--- src/rtl/conv_window_sequencer_if.sv ---
// Pixel-stream, window-handshake and status signals between the 3x3 window sequencer and its
// neighbours. The master side is the environment; the slave side is the sequencer.
interface conv_window_sequencer_if #(
    parameter int unsigned COL_W = 10,
    parameter int unsigned ROW_W = 9
);
    logic             frame_start;
    logic             pixel_valid;
    logic             pixel_ready;
    logic             shift_en;
    logic             conv_ready;
    logic             window_valid;
    logic [ROW_W-1:0] win_row;
    logic [COL_W-1:0] win_col;
    logic             line_end;
    logic             frame_done;
    logic             busy;
    logic             restart_err;

    modport master (
        output frame_start, pixel_valid, conv_ready,
        input  pixel_ready, shift_en, window_valid, win_row, win_col,
        input  line_end, frame_done, busy, restart_err
    );

    modport slave (
        input  frame_start, pixel_valid, conv_ready,
        output pixel_ready, shift_en, window_valid, win_row, win_col,
        output line_end, frame_done, busy, restart_err
    );
endinterface

--- src/rtl/conv_window_sequencer.sv ---
// Tracks pixel position for the 3x3 line-buffer, drives its shift strobe and hands each
// complete window to the convolution unit over a valid/ready handshake.
module conv_window_sequencer #(
    parameter int unsigned IMG_WIDTH  = 640,
    parameter int unsigned IMG_HEIGHT = 480,
    parameter int unsigned COL_W      = 10,
    parameter int unsigned ROW_W      = 9
) (
    input logic                    clk,
    input logic                    rst,
    conv_window_sequencer_if.slave bus
);
    localparam logic [COL_W-1:0] COL_LAST = COL_W'(IMG_WIDTH - 1);
    localparam logic [ROW_W-1:0] ROW_LAST = ROW_W'(IMG_HEIGHT - 1);

    typedef enum logic [2:0] {StIdle, StFill, StStream, StFlush, StDone} state_e;

    state_e           state_q;
    logic [COL_W-1:0] col_q;
    logic [ROW_W-1:0] row_q;
    logic             win_valid_q;
    logic [ROW_W-1:0] win_row_q;
    logic [COL_W-1:0] win_col_q;
    logic             line_end_q;
    logic             frame_done_q;
    logic             restart_err_q;

    logic pixel_ready;
    logic accept;
    logic consume;
    logic last_col;
    logic last_row;
    logic make_win;
    logic restart;

    // STREAM only admits a pixel when it cannot overwrite an unconsumed window.
    always_comb begin
        pixel_ready = 1'b0;
        unique case (state_q)
            StFill:   pixel_ready = 1'b1;
            StStream: pixel_ready = !win_valid_q || bus.conv_ready;
            default:  pixel_ready = 1'b0;
        endcase
    end

    assign accept   = bus.pixel_valid && pixel_ready;
    assign consume  = win_valid_q && bus.conv_ready;
    assign last_col = (col_q == COL_LAST);
    assign last_row = (row_q == ROW_LAST);
    assign make_win = accept && (row_q >= ROW_W'(2)) && (col_q >= COL_W'(2));
    assign restart  = bus.frame_start &&
                      (state_q == StFill || state_q == StStream || state_q == StFlush);

    always_ff @(posedge clk) begin
        if (rst) begin
            state_q       <= StIdle;
            col_q         <= '0;
            row_q         <= '0;
            win_valid_q   <= 1'b0;
            win_row_q     <= '0;
            win_col_q     <= '0;
            line_end_q    <= 1'b0;
            frame_done_q  <= 1'b0;
            restart_err_q <= 1'b0;
        end else begin
            line_end_q    <= accept && last_col;
            frame_done_q  <= 1'b0;
            restart_err_q <= 1'b0;

            if (accept) begin
                if (last_col) begin
                    col_q <= '0;
                    row_q <= last_row ? '0 : row_q + ROW_W'(1);
                end else begin
                    col_q <= col_q + COL_W'(1);
                end
            end

            // A window generated in the consuming cycle replaces the old one without a bubble.
            if (make_win) begin
                win_valid_q <= 1'b1;
                win_row_q   <= row_q - ROW_W'(1);
                win_col_q   <= col_q - COL_W'(1);
            end else if (consume) begin
                win_valid_q <= 1'b0;
            end

            unique case (state_q)
                StIdle: begin
                    if (bus.frame_start) state_q <= StFill;
                end
                StFill: begin
                    if (accept && row_q == ROW_W'(2) && col_q == COL_W'(1)) state_q <= StStream;
                end
                StStream: begin
                    if (accept && last_row && last_col) state_q <= StFlush;
                end
                StFlush: begin
                    if (!win_valid_q || bus.conv_ready) begin
                        state_q      <= StDone;
                        frame_done_q <= 1'b1;
                    end
                end
                StDone: begin
                    state_q <= StIdle;
                end
                default: begin
                    state_q <= StIdle;
                end
            endcase

            if (bus.frame_start) begin
                col_q   <= '0;
                row_q   <= '0;
                state_q <= StFill;
                if (restart) begin
                    restart_err_q <= 1'b1;
                    win_valid_q   <= 1'b0;
                    line_end_q    <= 1'b0;
                    frame_done_q  <= 1'b0;
                end
            end
        end
    end

    assign bus.pixel_ready  = pixel_ready;
    assign bus.shift_en     = accept;
    assign bus.window_valid = win_valid_q;
    assign bus.win_row      = win_row_q;
    assign bus.win_col      = win_col_q;
    assign bus.line_end     = line_end_q;
    assign bus.frame_done   = frame_done_q;
    assign bus.busy         = (state_q != StIdle);
    assign bus.restart_err  = restart_err_q;
endmodule

--- src/flat_wrapper.sv ---
// flat-port wrapper written by rule: the top's interface ports become plain ports
module conv_window_sequencer_flat 
#(
    parameter int unsigned IMG_WIDTH  = 640,
    parameter int unsigned IMG_HEIGHT = 480,
    parameter int unsigned COL_W      = 10,
    parameter int unsigned ROW_W      = 9
)
  (clk, rst, bus_frame_start, bus_pixel_valid, bus_conv_ready, bus_pixel_ready, bus_shift_en, bus_window_valid, bus_win_row, bus_win_col, bus_line_end, bus_frame_done, bus_busy, bus_restart_err);
  conv_window_sequencer_if #(.COL_W(COL_W), .ROW_W(ROW_W)) bus_i ();
  input logic clk;
  input logic rst;
  input wire logic [$bits(bus_i.frame_start)-1:0] bus_frame_start;
  input wire logic [$bits(bus_i.pixel_valid)-1:0] bus_pixel_valid;
  input wire logic [$bits(bus_i.conv_ready)-1:0] bus_conv_ready;
  output wire logic [$bits(bus_i.pixel_ready)-1:0] bus_pixel_ready;
  output wire logic [$bits(bus_i.shift_en)-1:0] bus_shift_en;
  output wire logic [$bits(bus_i.window_valid)-1:0] bus_window_valid;
  output wire logic [$bits(bus_i.win_row)-1:0] bus_win_row;
  output wire logic [$bits(bus_i.win_col)-1:0] bus_win_col;
  output wire logic [$bits(bus_i.line_end)-1:0] bus_line_end;
  output wire logic [$bits(bus_i.frame_done)-1:0] bus_frame_done;
  output wire logic [$bits(bus_i.busy)-1:0] bus_busy;
  output wire logic [$bits(bus_i.restart_err)-1:0] bus_restart_err;
  assign bus_i.frame_start = bus_frame_start;
  assign bus_i.pixel_valid = bus_pixel_valid;
  assign bus_i.conv_ready = bus_conv_ready;
  assign bus_pixel_ready = bus_i.pixel_ready;
  assign bus_shift_en = bus_i.shift_en;
  assign bus_window_valid = bus_i.window_valid;
  assign bus_win_row = bus_i.win_row;
  assign bus_win_col = bus_i.win_col;
  assign bus_line_end = bus_i.line_end;
  assign bus_frame_done = bus_i.frame_done;
  assign bus_busy = bus_i.busy;
  assign bus_restart_err = bus_i.restart_err;
  conv_window_sequencer #(.IMG_WIDTH(IMG_WIDTH), .IMG_HEIGHT(IMG_HEIGHT), .COL_W(COL_W), .ROW_W(ROW_W)) u_core (.clk(clk), .rst(rst), .bus(bus_i));
endmodule
--- config.mk ---
export PLATFORM = sky130hd
export DESIGN_NAME = conv_window_sequencer_flat
export DESIGN_NICKNAME = d
export VERILOG_FILES = /design/src/rtl/conv_window_sequencer_if.sv /design/src/rtl/conv_window_sequencer.sv /design/src/flat_wrapper.sv
export SDC_FILE = /design/constraint.sdc
export NUM_CORES = 1
export LEC_CHECK = 0
export BUFFER_PORTS_ARGS = -buffer_cell sky130_fd_sc_hd__buf_2
export CORE_ASPECT_RATIO = 0.7
export CORE_UTILIZATION = 40
export CTS_CLUSTER_DIAMETER = 150
export CTS_CLUSTER_SIZE = 10
export DETAILED_ROUTE_END_ITERATION = 12
export PLACE_DENSITY = 0.62
export SETUP_SLACK_MARGIN = 0.15
export SLEW_MARGIN = 10
export SYNTH_ARGS = -nofsm -noshare
export SYNTH_HDL_FRONTEND = slang
export SYNTH_SLANG_ARGS = --single-unit
--- constraint.sdc ---
create_clock -name clk -period 4.6 [get_ports clk]
set_input_delay 0.23 -clock clk [delete_from_list [all_inputs] [get_ports clk]]
set_output_delay 0.23 -clock clk [all_outputs]
set_load 0.05 [all_outputs]
==> Yosys cells after proc, flatten, opt, wreduce, memory -nomap -nowiden <==
Cells that the tools add are included.
{ "totals": {"output_inout_bits": 26, "memories": 0, "register_bits": 45, "mem_bits_rw": 0, "mem_bits_ro": 0, "word_cells": 72, "latchBits": 0} }
{ "classes": {"mux": 19, "addsub": 4, "n_div": 0, "magnitude_cmp": 2, "n_reduce_logical": 21, "bitwise_logic": 2, "shift": 0, "n_mul": 0, "eq_ne": 14} }
{ "op_table": {"columns": ["cell", "n"], "rows": [
  ["1-bit two-way mux", 12],
  ["3-bit one-hot mux with 4 select lines", 1],
  ["10-bit by 1-bit adder with 10-bit output (second input constant)", 1],
  ["10-bit by 1-bit equality test with 1-bit output (second input constant)", 1],
  ["10-bit equality test (second input constant)", 1],
  ["10-bit by 2-bit >= comparator with 1-bit output (second input constant)", 1],
  ["1-bit logical AND", 10],
  ["10-bit two-way mux", 1],
  ["10-bit by 1-bit subtractor with 10-bit output (second input constant)", 1],
  ["9-bit by 1-bit adder with 9-bit output (second input constant)", 1],
  ["9-bit by 2-bit equality test with 1-bit output (second input constant)", 1],
  ["9-bit equality test (second input constant)", 1],
  ["9-bit by 2-bit >= comparator with 1-bit output (second input constant)", 1],
  ["3-bit two-way mux", 3],
  ["9-bit two-way mux", 1],
  ["9-bit by 1-bit subtractor with 9-bit output (second input constant)", 1],
  ["4-bit AND reduction", 2],
  ["3-bit by 2-bit equality test with 1-bit output (second input constant)", 2],
  ["2-bit inequality test (second input constant)", 3],
  ["3-bit inequality test (second input constant)", 2],
  ["2-bit OR reduction", 2],
  ["3-bit by 1-bit equality test with 1-bit output (second input constant)", 1],
  ["3-bit logical NOT", 1],
  ["1-bit logical OR", 3],
  ["7 further kinds", 8]
]} }

==> Longest topological paths before layout <==
Gate-level depths: netlist of run 1.
{ "logic_depth": {"word_depth": 9, "depth_mapped": 8, "depth_no_buf": 7} }

==> Least setup slack after synthesis of run 1 <==
OpenSTA, ideal clock, no wires.
{ "synth_timing": {"path_type": "register to register", "start": "register u_core.win_valid_q, in the netlist u_core.bus.window_valid", "end": "register u_core.col_q[0]", "period_less_slack_ns": 2.279, "setup_slack_ns": 2.321, "setup_ns": 0.122, "stages_incl_launch_ff": 7, "arrival_time_ns": 2.157, "n_path_buf": 1, "path_cell_list": "dfxtp_1 nor2b_1 o21a_2 buf_1 nor2_1 xnor2_1 nor2_1"} }
{ "synth_via": {"elab_chain_len": 4} }
{ "synth_lines": {"columns": ["item", "line", "rtl"], "rows": [
  ["start, declared", "conv_window_sequencer.sv:21", "logic win_valid_q;"],
  ["start signal, assigned", "conv_window_sequencer.sv:59", "win_valid_q <= 1'b0;"],
  ["start signal, assigned", "conv_window_sequencer.sv:81", "win_valid_q <= 1'b1;"],
  ["start signal, assigned", "conv_window_sequencer.sv:85", "win_valid_q <= 1'b0;"],
  ["1-bit logical NOT", "conv_window_sequencer.sv:41", "StStream: pixel_ready = !win_valid_q || bus.conv_ready;"],
  ["1-bit logical OR", "conv_window_sequencer.sv:41", null],
  ["1-bit one-hot mux with 2 select lines", "conv_window_sequencer.sv:39", "unique case (state_q)"],
  ["1-bit logical AND", "conv_window_sequencer.sv:46", "assign accept = bus.pixel_valid && pixel_ready;"],
  ["named net bus_shift_en", "flat_wrapper.sv:17", "output wire logic [$bits(bus_i.shift_en)-1:0] bus_shift_en;"],
  ["end signal, assigned", "conv_window_sequencer.sv:75", "col_q <= col_q + COL_W'(1);"],
  ["end, declared", "conv_window_sequencer.sv:19", "logic [COL_W-1:0] col_q;"]
]} }
The timed path passes the listed nets, and every way through them passes these cells.
A chain may end at the register's enable or synchronous reset.

==> Final worst setup path of run 1 <==
{ "layout_timing": {"start": "register u_core.col_q[1]", "end": "register u_core.row_q[6]"} }
{ "layout_via": {"elab_chain_len": 2} }
{ "layout_lines": {"columns": ["item", "line", "rtl"], "rows": [
  ["10-bit equality test", "conv_window_sequencer.sv:48", "assign last_col = (col_q == COL_LAST);"],
  ["2-bit AND reduction (no source line)", null, null],
  ["end signal, assigned", "conv_window_sequencer.sv:73", "row_q <= last_row ? '0 : row_q + ROW_W'(1);"],
  ["end, declared", "conv_window_sequencer.sv:20", "logic [ROW_W-1:0] row_q;"]
]} }
Every way passes these cells.

==> out/metrics.yaml, run 1 <==
timing:
  hold_viol: 0
  max_freq_ghz: 0.445
  max_slew_margin: 0.575
  report.final.slew_viol_count: 0
  report.final.setup_viol: 0
  rsz0062_at_grt: "no"
  period_needed_ns: 2.25
  finalCritPeriodShare: 0.489
  setup_total_negative_slack_ns: 0
  worst_pin_slew_ns: 0.633
  fin_worst_skew_ns: 0.00663
  final.hold.worst_slack_ns: 0.227
global_routing:
  grt_usage: 0.177
  grt_pass1_wl_um: 8340
  global_route.peak_usage_layer: "met1"
  number_of_antenna_violations_at_the_first_check_in_global_routing: 0
  grt-ovfl-total: 0
  first_global_vias: 1622
  grt_util_met3: 0.0437
  largest_net_degree_at_the_start_of_global_routing: 37
  met2_usage_in_global_routing: 0.219
  globalRouteMet1Util: 0.287
hold_path:
  hold_path.class: "primary input to flop"
  timing.hold.worst_path_depth: 2
  hp-start: "bus_frame_start"
  hold_end: "u_core.state_q[0]"
floorplan:
  floorplan.io_pins: 31
  die_area_um2: 6140
  num_rows: 22
  die_y_um: 65.9
  die_w_um: 93.2
  floorplan.core_area_um2: 5420
  start_util: 0.430
worst_setup_path:
  timing.critical_path.to_type: "flop"
  worst_path_required_ns: 4.79
  cp_cell_sequence: "ha_1 > nand2_1 > or3_1 > or4_1 > nand2_1 > nor2_1"
  critical-path-top-cell-by-count: "sky130_fd_sc_hd__nand2_1"
  crit_arrival_ns: 2.43
  criticalPathCategory: "flop to flop"
  setup.reg_to_reg.worst_slack_ns: 2.35
  worstRegToRegCells: 6
  r2r-end: "u_core.row_q[6]"
  critical_path.max_fanout: 7
  critical-path-max-stage-delay_ns: 0.60
  crit_path_top_delay_cell: "sky130_fd_sc_hd__or4_1"
  crit_buf_inv: 0
  crit_family: "simple AND/OR/NAND/NOR gates"
  rr_startpoint: "u_core.col_q[1]"
  start_kind: "flop"
drt:
  drc: 0
  antenna_left: 0
  route.vias.total: 1897
  routedWlPerCell_um: 14.1
  postRouteWirelength_um: 5090
  post_drt_via_cell_ratio: 5.25
  detailedRoute.firstPassIterationCount: 4
  drt_iter0_drc: 169
power_and_ir_drop:
  irDropWorstVdd_mv: 0.110
  leakage_nw: 0.994
  power.density_cell_area_nw_per_um2: 300
  power_uw: 781
clock_tree:
  clock_tree.root_cell: "sky130_fd_sc_hd__clkbuf_8"
  htree_levels: 2
  clkTransAtPathRegs_ns: 0.08
  cts-resized-gates: 0
  ctsLongestPathBuffers: 2
  hold_bufs_at_cts: 0
  numClockSinks: 45
  cts.repair_timing.setup_buffer_count: 0
  clk_latency_ns: 0.30
  cts_tree: "yes"
  cts_made_buffers: 5
place:
  place.port_buffers: 30
  finalWeightedCongestion: 0.827
  dp.final_hpwl_um: 3680
synthesis:
  synth_sequential_area_ratio: 0.386
  synth_cell_type_count: 41
  syn-mean-instance-area_um2: 8.70
  synth.net_count: 280
  synth_area_um2: 2330
  yosys_warnings: 0
  ys.flop_type: "sky130_fd_sc_hd__dfxtp_1"
  synth_top_cell_area_share: 0.386
  synth-async-reset-ratio: 0
  post_synthesis_cell_type_with_the_largest_combined_area: "sky130_fd_sc_hd__dfxtp_1"
  synth-seq-cells: 45
  mapped_cells: 268
  synth_enable_flop_cells: 0
  ys_top_cells_by_area: "sky130_fd_sc_hd__dfxtp_1 (39%), sky130_fd_sc_hd__nor2_1 (7.6%), sky130_fd_sc_hd__xnor2_1 (7.5%)"
flow_run:
  cap_viol_max_count: 0
finish:
  final_layout_size_suffix_gt1_frac: 0.180
  filler_cell_count: 513
  final-seq-area_um2: 901
  antenna-diode-count: 0
  area_delta_synth_final_pct: 11.8
  multi_input_comb_area_um2: 1300
  design.final.nets: 300
status:
  outcome: "finished clean"
==> synthesized netlist by cell type (2+ instances only) <==
cell / number
sky130_fd_sc_hd__nor2_1: 47
sky130_fd_sc_hd__dfxtp_1: 45
sky130_fd_sc_hd__xnor2_1: 20
sky130_fd_sc_hd__nand2_1: 17
sky130_fd_sc_hd__nand3_1: 12
sky130_fd_sc_hd__nor3_1: 10
sky130_fd_sc_hd__a211oi_1: 9
sky130_fd_sc_hd__clkbuf_1: 9
sky130_fd_sc_hd__a21oi_1: 7
sky130_fd_sc_hd__ha_1: 7
sky130_fd_sc_hd__o21ai_0: 7
sky130_fd_sc_hd__inv_1: 6
sky130_fd_sc_hd__or3_1: 6
sky130_fd_sc_hd__a211oi_2: 5
sky130_fd_sc_hd__mux2i_1: 5
sky130_fd_sc_hd__nand4_1: 5
sky130_fd_sc_hd__nor4_1: 5
sky130_fd_sc_hd__or4_1: 5
sky130_fd_sc_hd__buf_6: 4
sky130_fd_sc_hd__nand2b_1: 4
sky130_fd_sc_hd__nor3b_1: 4
sky130_fd_sc_hd__xor2_1: 4
sky130_fd_sc_hd__nor2b_1: 3
sky130_fd_sc_hd__a311oi_2: 2
sky130_fd_sc_hd__and3_1: 2
sky130_fd_sc_hd__buf_4: 2
sky130_fd_sc_hd__nor4b_1: 2
==> per-stage QoR <==
stage               instances  setup WS (ns)  utilization  area (um2)
floorplan                 268           2.32            -        2330
finish                    361           2.35        0.480        2610
detailed placement        353           2.39        0.456        2470
CTS                       361           2.37        0.480        2610
global route              361           2.19        0.480        2610
global placement          353           2.47        0.456        2470
==> cells in the final DEF, fill, tap and decap left out, types with 3 or more instances in the layout <==
cell type,Yosys,layout
sky130_fd_sc_hd__a211oi_1,9,9
sky130_fd_sc_hd__a211oi_2,5,5
sky130_fd_sc_hd__a21oi_1,7,7
sky130_fd_sc_hd__buf_2,1,30
sky130_fd_sc_hd__clkbuf_8,0,5
sky130_fd_sc_hd__dfxtp_1,45,45
sky130_fd_sc_hd__ha_1,7,7
sky130_fd_sc_hd__inv_1,6,6
sky130_fd_sc_hd__mux2i_1,5,5
sky130_fd_sc_hd__nand2_1,17,17
sky130_fd_sc_hd__nand2b_1,4,4
sky130_fd_sc_hd__nand3_1,12,12
sky130_fd_sc_hd__nand4_1,5,5
sky130_fd_sc_hd__nor2_1,47,47
sky130_fd_sc_hd__nor2b_1,3,3
sky130_fd_sc_hd__nor3_1,10,10
sky130_fd_sc_hd__nor3b_1,4,4
sky130_fd_sc_hd__nor4_1,5,5
sky130_fd_sc_hd__o21ai_0,7,7
sky130_fd_sc_hd__or3_1,6,6
sky130_fd_sc_hd__or4_1,5,5
sky130_fd_sc_hd__xnor2_1,20,20
sky130_fd_sc_hd__xor2_1,4,4
==> worst max path at each step <==
stage                                        from         endpoint  cells after the start
after floorplan           u_core.bus.window_valid  u_core.col_q[0]                      6
after global placement            u_core.col_q[1]  u_core.row_q[1]                      6
after detailed placement          u_core.col_q[1]  u_core.row_q[7]                      6
after CTS                         u_core.col_q[1]  u_core.row_q[6]                      6
after global routing              u_core.col_q[3]  u_core.row_q[6]                      5
final                             u_core.col_q[1]  u_core.row_q[6]                      6
==> area by class of cell <==
class | count | area share
clock buffer | 5 | 0.0264
clock inverter | 3 | 0.0250
inverter | 6 | 0.00865
multi-input combinational | 199 | 0.499
sequential | 45 | 0.346
tap | 72 | 0.0346
timing repair buffer | 31 | 0.0605
==> per-layer routing <==
metal	routed length, um	part of all wire
met3	406	0.080
met1	2920	0.57
met5	0	0
met4	0	0
met2	1770	0.35
==> registers in the layout (all words and copies together), names as in the netlist <==
signal / cells
u_core.bus.frame_done: 1
u_core.bus.line_end: 1
u_core.bus.restart_err: 1
u_core.bus.win_col: 10
u_core.bus.win_row: 9
u_core.bus.window_valid: 1
u_core.col_q: 10
u_core.row_q: 9
u_core.state_q: 3
==> cells by family after synthesis <==
kind of cell | synth area share
and+or+nand+nor | 0.284
xor gates and xnor gates | 0.0902
muxes | 0.0215
buffers and inverters | 0.0558
AOI/OAI and AO/OA | 0.125
DFF | 0.386
adders and majority gates | 0.0376
==> power by group <==
part           switching, mW  leakage, nW  internal [mW]
Sequential           0.00185        0.363          0.390
Combinational         0.0275        0.563        0.00957
Clock                  0.136       0.0681          0.216
Total                  0.165        0.994          0.616
(Power assumes the default switching activity.)
==> inputs of run 2 (changes only) <==
--- a/config.mk
+++ b/config.mk
@@ -11,7 +11,7 @@
 export CTS_CLUSTER_DIAMETER = 150
 export CTS_CLUSTER_SIZE = 10
 export DETAILED_ROUTE_END_ITERATION = 12
-export PLACE_DENSITY = 0.62
+export PLACE_DENSITY = 0.64
 export SETUP_SLACK_MARGIN = 0.15
 export SLEW_MARGIN = 10
 export SYNTH_ARGS = -nofsm -noshare
==> constraint.sdc (replaced) <==
create_clock -name clk -period 1.9 [get_ports clk]
set_input_delay 0.095 -clock clk [delete_from_list [all_inputs] [get_ports clk]]
set_output_delay 0.095 -clock clk [all_outputs]
set_load 0.05 [all_outputs]
==> out/metrics.yaml, run 2 (synthesis results as in run 1) <==
floorplan:
  die_area_um2: 6140
  floorplan.core_area_um2: 5420
  num_rows: 22
  die_w_um: 93.2
  start_util: 0.430
  die_y_um: 65.9
  floorplan.io_pins: 31
worst_setup_path:
  crit_buf_inv: 1
  crit_family: "simple AND/OR/NAND/NOR gates"
  critical_path.max_fanout: 24
  worst_path_required_ns: 2.07
  critical-path-max-stage-delay_ns: 0.56
  criticalPathCategory: "flop to flop"
  start_kind: "flop"
  crit_path_top_delay_cell: "sky130_fd_sc_hd__or4_4"
  crit_arrival_ns: 2.03
  cp_cell_sequence: "or4_4 > a2111oi_4 > nor4_4 > buf_12 > mux2i_2 > nor2_1"
  setup.reg_to_reg.worst_slack_ns: 0.04
  timing.critical_path.to_type: "flop"
finish:
  final_layout_size_suffix_gt1_frac: 0.430
  final-seq-area_um2: 932
  antenna-diode-count: 0
  final_design_area_no_fill_um2: 3130
  area_delta_synth_final_pct: 34.3
  filler_cell_count: 506
  multi_input_comb_area_um2: 1510
  commonest_cells_after_routing_fill_and_taps_aside: "sky130_fd_sc_hd__nor2_1 (38), sky130_fd_sc_hd__buf_4 (37), sky130_fd_sc_hd__buf_2 (30), sky130_fd_sc_hd__dfxtp_1 (30), sky130_fd_sc_hd__xnor2_1 (20)"
  layout_commonest_cell: "sky130_fd_sc_hd__nor2_1"
  finish.cell_count_without_fillers: 400
  design.final.nets: 339
drt:
  routedWlPerCell_um: 14.5
  drc: 0
  antenna_left: 0
  route.vias.total: 2077
  post_drt_via_cell_ratio: 5.19
  drt_iter0_drc: 92
  postRouteWirelength_um: 5810
  detailedRoute.firstPassIterationCount: 4
power_and_ir_drop:
  switching_share: 0.239
  power.switching_uw: 414
  leakage_nw: 1.23
  proportion_of_power_drawn_by_flip_flops_and_latches: 0.545
  p_int_mw: 1.32
  power.clock.fraction: 0.387
  power_share_of_the_combinational_group: 0.069
  irDropWorstVdd_mv: 0.293
  power.density_cell_area_nw_per_um2: 552
clock_tree:
  htree_levels: 2
  clkTransAtPathRegs_ns: 0.10
  hold_bufs_at_cts: 0
  cts_made_buffers: 5
  clock_tree.root_cell: "sky130_fd_sc_hd__clkbuf_8"
  ctsLongestPathBuffers: 2
  cts_tree: "yes"
  numClockSinks: 45
  clk_latency_ns: 0.30
timing:
  fin_worst_skew_ns: 0.0173
  max_freq_ghz: 0.537
  rsz0062_at_grt: "yes"
  report.final.setup_viol: 0
  hold_viol: 0
  period_needed_ns: 1.86
  finalCritPeriodShare: 0.980
  report.final.slew_viol_count: 0
  worst_pin_slew_ns: 0.572
  max_slew_margin: 0.618
status:
  outcome: "finished clean"
global_routing:
  first_global_vias: 1810
  grt-ovfl-total: 0
  grt_pass1_wl_um: 9020
  grt_usage: 0.191
  number_of_antenna_violations_at_the_first_check_in_global_routing: 0
  largest_net_degree_at_the_start_of_global_routing: 26
place:
  dp.final_hpwl_um: 4130
  dp.cells: 388
  finalWeightedCongestion: 0.874
  place.port_buffers: 30
  place_area_um2: 2840
hold_path:
  hold_path.class: "primary input to flop"
flow_run:
  cap_viol_max_count: 0
## run 2: routing by layer
layer	vias up	part of all wire	GRT usage
li1	1057	-	-
met1	973	0.54	0.288
met2	42	0.41	0.270
met3	5	0.043	0.0437
met4	0	0.0064	0.0404
met5	-	0	0
## run 2: path summary, 6_finish.rpt
| kind | depth (start not counted) | end | startpoint |
|---|---|---|---|
| min | 3 | u_core.bus.restart_err | bus_frame_start |
| min reg2reg | 2 | u_core.bus.win_col[2] | u_core.bus.win_col[2] |
| max | 6 | u_core.bus.win_col[0] | u_core.col_q[9] |
| max reg2reg | 6 | u_core.bus.win_col[0] | u_core.col_q[9] |
## run 2: stage by stage
stage	setup TNS [ns]	utilization	setup slack, ns	power [mW]	hold WS [ns]
2_1_floorplan	0	-	0.0956	1.04	0.219
3_3_place_gp	0	0.523	0.0502	1.07	0.374
3_5_place_dp	-0.0377	0.523	-0.0169	1.07	0.386
4_1_cts	0	0.554	0.0707	1.74	0.0836
5_1_grt	-0.00381	0.577	-0.00381	1.79	0.106
6_report	0	0.577	0.0382	1.73	0.0800
## run 2: timing repair
item	in CTS	in global routing
resized for setup	11	33
pin swaps	5	13
setup buffers	3	1
endpoints found under the setup margin	37	33
## run 2: power groups by stage
stage	registers, mW	logic, mW	clock network, mW
detailed placement	0.966	0.106	0
global placement	0.966	0.106	0
CTS	0.944	0.112	0.679
floorplan	0.969	0.0682	0
global route	0.942	0.127	0.724
finish	0.942	0.119	0.668
## run 2: area by class of cell
class / instances / share of cell area
inverter: 6 / 0.00799
sequential: 45 / 0.298
multi-input combinational: 199 / 0.482
clock buffer: 7 / 0.0312
timing repair buffer: 70 / 0.150
tap: 72 / 0.0288
clock inverter: 1 / 0.00160
## run 2: tightest hold or removal path, cell delays in order
cell	delay (ns)
sky130_fd_sc_hd__buf_2	0.13
sky130_fd_sc_hd__nand2_1	0.08
sky130_fd_sc_hd__nor2_1	0.04
==> inputs of run 3 (changes only) <==
--- a/config.mk
+++ b/config.mk
@@ -12,6 +12,7 @@
 export CTS_CLUSTER_SIZE = 10
 export DETAILED_ROUTE_END_ITERATION = 12
 export PLACE_DENSITY = 0.64
+export RECOVER_POWER = 25
 export SETUP_SLACK_MARGIN = 0.15
 export SLEW_MARGIN = 10
 export SYNTH_ARGS = -nofsm -noshare
==> out/metrics.yaml, run 3 (synthesis results as in run 1) <==
place:
  dp.cells: 388
  dp.final_hpwl_um: 4130
  place.port_buffers: 30
  place_area_um2: 2840
  finalWeightedCongestion: 0.874
timing:
  finalCritPeriodShare: 0.980
  final.hold.worst_slack_ns: 0.0810
  period_needed_ns: 1.86
  fin_worst_skew_ns: 0.0177
  report.final.setup_viol: 0
  max_freq_ghz: 0.537
  max_slew_margin: 0.607
  worst_pin_slew_ns: 0.592
  rsz0062_at_grt: "yes"
  hold_viol: 0
  setup_total_negative_slack_ns: 0
  report.final.slew_viol_count: 0
finish:
  filler_cell_count: 507
  design.final.nets: 339
  layout_commonest_cell: "sky130_fd_sc_hd__nor2_1"
  final_layout_size_suffix_gt1_frac: 0.405
  area_delta_synth_final_pct: 33.9
  final_design_area_no_fill_um2: 3120
  antenna-diode-count: 0
  fin_util: 0.575
  commonest_cells_after_routing_fill_and_taps_aside: "sky130_fd_sc_hd__nor2_1 (38), sky130_fd_sc_hd__buf_4 (37), sky130_fd_sc_hd__dfxtp_1 (30)"
  finish.cell_count_without_fillers: 400
clock_tree:
  numClockSinks: 45
  cts_made_buffers: 5
  cts_tree: "yes"
  htree_levels: 2
  clock_tree.root_cell: "sky130_fd_sc_hd__clkbuf_8"
  clkTransAtPathRegs_ns: 0.10
  hold_bufs_at_cts: 0
  clk_latency_ns: 0.30
  ctsLongestPathBuffers: 2
global_routing:
  first_global_vias: 1810
  largest_net_degree_at_the_start_of_global_routing: 26
  grt_usage: 0.191
  grt_pass1_wl_um: 9020
  grt-ovfl-total: 0
  number_of_antenna_violations_at_the_first_check_in_global_routing: 0
drt:
  highest_signal_layer: "met4"
  wl_met3_um: 277
  route.vias.total: 2083
  routedLengthMet1_um: 3090
  drt_iter0_drc: 93
  drc: 0
  met2RoutedLength_um: 2380
  detailedRoute.firstPassIterationCount: 4
  postRouteWirelength_um: 5780
  antenna_left: 0
  post_drt_via_cell_ratio: 5.21
  routedWlPerCell_um: 14.5
floorplan:
  die_w_um: 93.2
  start_util: 0.430
  floorplan.io_pins: 31
  floorplan.core_area_um2: 5420
  die_area_um2: 6140
  num_rows: 22
  die_y_um: 65.9
hold_path:
  hp-start: "bus_frame_start"
  hold_end: "u_core.bus.restart_err"
  hold_path.class: "primary input to flop"
  timing.hold.worst_path_depth: 3
worst_setup_path:
  r2r-end: "u_core.bus.win_col[0]"
  timing.critical_path.to_type: "flop"
  worstRegToRegCells: 6
  start_kind: "flop"
  setup.reg_to_reg.worst_slack_ns: 0.04
  crit_arrival_ns: 2.03
  rr_startpoint: "u_core.col_q[9]"
  criticalPathCategory: "flop to flop"
  critical_path.max_fanout: 24
  worst_path_required_ns: 2.07
status:
  outcome: "finished clean"
power_and_ir_drop:
  power.clock.fraction: 0.386
  power.switching_uw: 413
  switching_share: 0.239
  proportion_of_power_drawn_by_flip_flops_and_latches: 0.545
  p_int_mw: 1.31
  power_share_of_the_combinational_group: 0.069
  power.density_cell_area_nw_per_um2: 554
  leakage_nw: 1.20
  irDropWorstVdd_mv: 0.293
flow_run:
  cap_viol_max_count: 0
-- run 3: how the worst max path moves through the flow --
stage               cells past startpoint  slack (ns)                     to            start
floorplan                               8         0.1  u_core.bus.win_col[3]  u_core.row_q[0]
global placement                        8        0.05  u_core.bus.win_col[7]  u_core.row_q[0]
detailed placement                      8       -0.02  u_core.bus.win_col[7]  u_core.row_q[0]
CTS                                     6        0.07  u_core.bus.win_col[0]  u_core.col_q[5]
global route                            6      -0.004  u_core.bus.win_col[0]  u_core.col_q[9]
finish                                  6        0.04  u_core.bus.win_col[0]  u_core.col_q[9]
-- run 3: layer usage --
metal  track usage  vias up
met3        0.0437        5
li1              -     1057
met4        0.0404        0
met5             0        -
met2         0.270       51
met1         0.288      970
-- run 3: repair_timing --
item,4_1_cts,5_1_grt
pin swaps,5,13
setup endpoints to repair,37,33
resized for setup,11,33
setup buffers,3,1
-- run 3: critical path, stage by stage (launching register included) --
cell and delay [ns]:
sky130_fd_sc_hd__dfxtp_1 0.32, sky130_fd_sc_hd__or4_4 0.56, sky130_fd_sc_hd__a2111oi_4 0.34, sky130_fd_sc_hd__nor4_4 0.10, sky130_fd_sc_hd__buf_12 0.18, sky130_fd_sc_hd__mux2i_2 0.17, sky130_fd_sc_hd__nor2_1 0.05
-- run 3: per-stage QoR --
| step | power (mW) | worst slack (ns) |
|---|---|---|
| finish | 1.73 | 0.0372 |
| global route | 1.79 | -0.00381 |
| CTS | 1.74 | 0.0707 |
| detailed placement | 1.07 | -0.0169 |
| global placement | 1.07 | 0.0502 |
| floorplan | 1.04 | 0.0956 |
-- run 3: power groups by stage --
stage               Combinational [mW]  Sequential (mW)  Clock (mW)
floorplan                       0.0682            0.969           0
global placement                 0.106            0.966           0
detailed placement               0.106            0.966           0
CTS                              0.112            0.944       0.679
global route                     0.127            0.942       0.724
finish                           0.119            0.942       0.667
-- run 3: final cells by class --
cell class	count	area (um2)	share of cell area
Sequential cell	45	932	0.299
Clock buffer	7	97.6	0.0313
Multi-Input combinational cell	199	1510	0.484
Clock inverter	1	5.00	0.00160
Inverter	6	25.0	0.00802
Tap cell	72	90.1	0.0289
Timing Repair Buffer	70	460	0.148
